`src/rtl/prim_pad_in_filter_pkg.sv`:
```
// Shared types and constants for the pad input filter and its synchronizer.
package prim_pad_in_filter_pkg;

    localparam int SyncStages = 2;

    typedef enum logic [0:0] {
        STABLE  = 1'b0,
        QUALIFY = 1'b1
    } filt_state_e;

endpackage

```
`src/rtl/prim_pad_in_sync.sv`:
```
// Multi-flop synchronizer for asynchronous pad inputs; depth comes from SyncStages.
module prim_pad_in_sync
    import prim_pad_in_filter_pkg::*;
#(
    parameter int unsigned     Width    = 1,
    parameter logic [Width-1:0] ResetVal = '0
) (
    input  logic             clk_i,
    input  logic             rst_i,
    input  logic [Width-1:0] d_i,
    output logic [Width-1:0] q_o
);

    logic [Width-1:0] stages [SyncStages];

    always_ff @(posedge clk_i) begin
        if (rst_i) begin
            for (int i = 0; i < SyncStages; i++) begin
                stages[i] <= ResetVal;
            end
        end else begin
            stages[0] <= d_i;
            for (int i = 1; i < SyncStages; i++) begin
                stages[i] <= stages[i-1];
            end
        end
    end

    assign q_o = stages[SyncStages-1];

endmodule

```
`src/rtl/prim_pad_in_filter.sv`:
```
// Pad input conditioner: synchronizer, runtime-programmable debounce filter, optional edge pulses.
// Edge pulses are built only when PRIM_PAD_IN_FILTER_EDGE_EN is defined.
//
// state   | meaning
// STABLE  | filtered level matches synchronized input, counter idle
// QUALIFY | candidate level differs, counting consecutive differing samples
module prim_pad_in_filter
    import prim_pad_in_filter_pkg::*;
#(
    parameter int unsigned CntWidth = 4,
    parameter logic        ResetVal = 1'b0
) (
    input  logic                clk_i,
    input  logic                rst_i,
    input  logic                in_i,
    input  logic                en_i,
    input  logic [CntWidth-1:0] thr_i,
    output logic                in_o,
    output logic                busy_o,
    output logic                rise_o,
    output logic                fall_o
);

    logic                sync;
    filt_state_e         state_q, state_d;
    logic [CntWidth-1:0] cnt_q, cnt_d;
    logic                level_q, level_d;

    prim_pad_in_sync #(
        .Width    (1),
        .ResetVal (ResetVal)
    ) u_sync (
        .clk_i (clk_i),
        .rst_i (rst_i),
        .d_i   (in_i),
        .q_o   (sync)
    );

    always_ff @(posedge clk_i) begin
        if (rst_i) begin
            state_q <= STABLE;
            cnt_q   <= '0;
            level_q <= ResetVal;
        end else begin
            state_q <= state_d;
            cnt_q   <= cnt_d;
            level_q <= level_d;
        end
    end

    // thr_i is compared live, so lowering it below cnt accepts on the next edge.
    always_comb begin
        state_d = state_q;
        cnt_d   = cnt_q;
        level_d = level_q;
        case (state_q)
            STABLE: begin
                cnt_d = '0;
                if (sync != level_q) begin
                    if (!en_i || (thr_i == '0)) begin
                        level_d = sync;
                    end else begin
                        state_d = QUALIFY;
                        cnt_d   = CntWidth'(1);
                    end
                end
            end
            QUALIFY: begin
                if (!en_i) begin
                    level_d = sync;
                    state_d = STABLE;
                    cnt_d   = '0;
                end else if (sync == level_q) begin
                    state_d = STABLE;
                    cnt_d   = '0;
                end else if (cnt_q >= thr_i) begin
                    level_d = sync;
                    state_d = STABLE;
                    cnt_d   = '0;
                end else if (cnt_q != '1) begin
                    cnt_d = cnt_q + 1'b1;
                end
            end
            default: begin
                state_d = STABLE;
                cnt_d   = '0;
            end
        endcase
    end

    always_comb begin
        busy_o = (state_q == QUALIFY);
        in_o   = level_q;
    end

`ifdef PRIM_PAD_IN_FILTER_EDGE_EN
    logic rise_q, fall_q;

    // Registered alongside level_q so the pulse coincides with the new in_o value.
    always_ff @(posedge clk_i) begin
        if (rst_i) begin
            rise_q <= 1'b0;
            fall_q <= 1'b0;
        end else begin
            rise_q <= level_d & ~level_q;
            fall_q <= ~level_d & level_q;
        end
    end

    assign rise_o = rise_q;
    assign fall_o = fall_q;
`else
    assign rise_o = 1'b0;
    assign fall_o = 1'b0;
`endif

endmodule

```
`config.mk`:
```
export PLATFORM = sky130hd
export DESIGN_NAME = prim_pad_in_filter
export DESIGN_NICKNAME = d
export VERILOG_FILES = /design/src/rtl/prim_pad_in_filter_pkg.sv /design/src/rtl/prim_pad_in_sync.sv /design/src/rtl/prim_pad_in_filter.sv
export SDC_FILE = /design/constraint.sdc
export NUM_CORES = 1
export LEC_CHECK = 0
export BUFFER_PORTS_ARGS = -buffer_cell sky130_fd_sc_hd__clkbuf_2
export CORE_AREA = 2 2 39 41
export CTS_BUF_LIST = sky130_fd_sc_hd__clkbuf_8
export DETAILED_ROUTE_END_ITERATION = 12
export DIE_AREA = 0 0 41 43
export PLACE_DENSITY = 0.55
export SETUP_SLACK_MARGIN = 0.1
export SYNTH_ARGS = -nofsm -noshare
export SYNTH_HDL_FRONTEND = slang
export SYNTH_HIERARCHICAL = 1
export SYNTH_SLANG_ARGS = --single-unit
```
`constraint.sdc`:
```
create_clock -name clk_i -period 2 [get_ports clk_i]
set_input_delay 0.2 -clock clk_i [delete_from_list [all_inputs] [get_ports clk_i]]
set_output_delay 0.2 -clock clk_i [all_outputs]
set_load 0.05 [all_outputs]
```
==> results.md <==
* R2R Setup Slk at between 300 and 400 ps
* Combinational power share at between 10% and 20%
* WL/cell at ~9.4 um
* Io pins at 12
* Yosys cell types at 22
* First-pass GRT wire length at about 1.2 mm
* Worst hold path type: primary input to flop
* CTS Buf Count at 3
* GRT Util Overall at 10.4%
* Post-Syn Instances at 51
* Final setup margin at ~310 ps
* Ant diodes at 0
* CP bufs+invs at 1
* Most frequent cells in the layout: clkbuf_2, dfxtp_1, nor2_1
* Critical setup path kind: flop to flop
* Area of the multi-input gates at around 270 um^2
* Final hold vios at 0
* Yosys Warn Count at 6
* CP Max Fanout at 6
* Post-synth ARST share at 0%
* Initial Util at between 30% and 40%
* CTS tree: built
* Pre-CTS setup slack at around 280 ps
* Cell-internal power at approximately 310 uW
* Die Y at approximately 43 um
* Area delta synth->final at 21.1%
* Minimum clock period at between 1500 and 2000 ps
* WP data required at 2150 ps
* Pleak at about 0.00025 uW
* Final antenna-violating net count at 0
* PortBufs at 9
* Clk buf depth at 2
* Final max-slew violation count at 0
* Iter 0 DRT Violations at 6
* DR pass1 iterations at 4
* Gpl congestion at 0.661
* Crit-path slowest cell: dfxtp_1
* Slowest stage delay, CP at 400 ps
* Reg area at between 150 and 200 um^2
* Finish-stage setup viols at 0
* Dpl hpwl at 611 um
* Vias in the first global route at between 200 and 300
* DRC viols at 0
* Nets at 77
* Largest net degree at the start of global routing at 7
* RSZ-0062 raised after global routing: false
* Clk slew on worst S/H paths at roughly 40 ps
* Sequential fraction of the synthesis area at ~35%
* Cell Rows at 14
* Top delay family on crit path: simple AND/OR/NAND/NOR gates
* # resized after CTS at 0
* Net Sw Frac at between 20% and 30%
* Vias per cell at approximately 4.7
* VDD IR-drop max at ~390 uV
* Final Cycle Share at 84.5%
* Clock power frac at between 40% and 50%
* Seq cells post-synth at 8
* Setup crit start kind: flop
* Critical path, cell by cell: inv_1 -> ha_1 -> or3b_1 -> o2111ai_2 -> nand3b_1 -> nor3_1
* EDFF count, synth at 0
* Clock root cell: clkbuf_8
* CP arrival at between 1500 and 2000 ps
* Via count at between 300 and 400
* Status: finished clean
* Seq pwr share at between 40% and 50%
* Setup TNS at 0 ps
* Die width at between 40 and 50 um
* Post-CTS Setup Bufs at 0
* # H-tree levels at 1
* Routed WL at about 740 um
* Pwr per Cell Area at around 730 nW/um^2
* Total gr overflow at 0
* Fillcell total at approximately 150
* Hold_ws at approximately 190 ps
* Clock Skew at around 5.7 ps
* Worst-Skew Late Latency at around 230 ps
* Post-CTS Hold Buffers at 0
* Psw at 89.6 uW
* Post-Synthesis Cell Area at roughly 450 um^2
* Placed cell count at 75
* Clk sink count at 8
* Core Area at about 1400 um^2
* Crit end category: flop
* Synth Flop Type: dfxtp_1
* Antenna violations before repair at 0
* Synth Area per Inst at between 8 and 9 um^2
* Maximum capacitance violations at 0
* Share of layout cells above drive strength 1 at a little over a fifth
* Fin cells at between 70 and 80
* Die ar. at 1760 um^2
* Max frequency at 592 MHz
* Commonest non-fill, non-tap cell in the layout: clkbuf_2
==> area by class of cell <==
| cell class | instances | share of cell area [%] |
|---|---|---|
| multi-input cells | 38 | 48.5 |
| flip-flops and latches | 8 | 29.3 |
| repair buffers | 9 | 8.24 |
| clock buffers | 3 | 7.55 |
| well taps | 16 | 3.66 |
| inverters | 4 | 2.75 |
==> layer usage <==
layer | vias up | global-route usage (%) | share of wire [%] | routed length [um]
met5 | - | 0 | 0 | 0
met4 | 0 | 10.0 | 1.4 | 10
met3 | 2 | 3.14 | 8.3 | 61
met2 | 11 | 14.4 | 44 | 325
met1 | 152 | 11.7 | 46 | 338
li1 | 199 | - | - | -
==> cell usage after synthesis, drive strengths merged, types with 2 or more instances <==
cell type / count / area (um^2)
dfxtp: 8 / 160
nor2: 6 / 22.5
ha: 5 / 62.6
inv: 4 / 15.0
nand2: 3 / 11.3
nand2b: 3 / 18.8
a211oi: 2 / 15.0
a31oi: 2 / 12.5
buf: 2 / 15.0
mux2i: 2 / 20.0
nand3: 2 / 10.0
nor2b: 2 / 12.5
==> registers in the layout (all words and copies together) (netlist names) <==
register and count:
u_sync/stages 2, in_o 1, busy_o 1, cnt_q 4
==> power groups by stage <==
stage,Sequential [uW],Clock (uW),Combinational [uW]
after floorplan,172,0,28.5
after global placement,169,0,41.0
after detailed placement,169,0,41.5
after CTS,166,198,41.6
after global routing,166,208,45.5
final,166,192,41.0
==> cells by family (layout without fill, tap and decap cells) <==
| kind of cell | Yosys count | count (layout) | synth area share (%) |
|---|---|---|---|
| buf+inv | 6 | 16 | 6.65 |
| compound gates | 7 | 7 | 12.5 |
| other cells | 1 | 2 | 0.830 |
| simple gates | 21 | 21 | 24.4 |
| xor+xnor | 1 | 1 | 1.94 |
| mux | 2 | 2 | 4.43 |
| fa+ha+maj | 5 | 5 | 13.9 |
| flops | 8 | 8 | 35.5 |
==> stage by stage <==
stage | total power [uW] | util [%] | area, um^2
3_3_place_gp | 210 | 36.5 | 505
3_5_place_dp | 210 | 36.5 | 505
5_1_grt | 419 | 39.5 | 547
2_1_floorplan | 201 | - | 455
4_1_cts | 405 | 39.5 | 547
6_report | 399 | 39.5 | 547
==> path summary, 6_finish.rpt <==
check	startpoint	endpoint	depth (start not counted)
worst min-delay path	rst_i	u_sync/stages[0][1]	2
worst max-delay path	cnt_q[0]	cnt_q[2]	6
worst max register to register	cnt_q[0]	cnt_q[2]	6
worst min register to register	u_sync/stages[0][0]	u_sync/stages[0][1]	1
(Power assumes the default switching activity.)
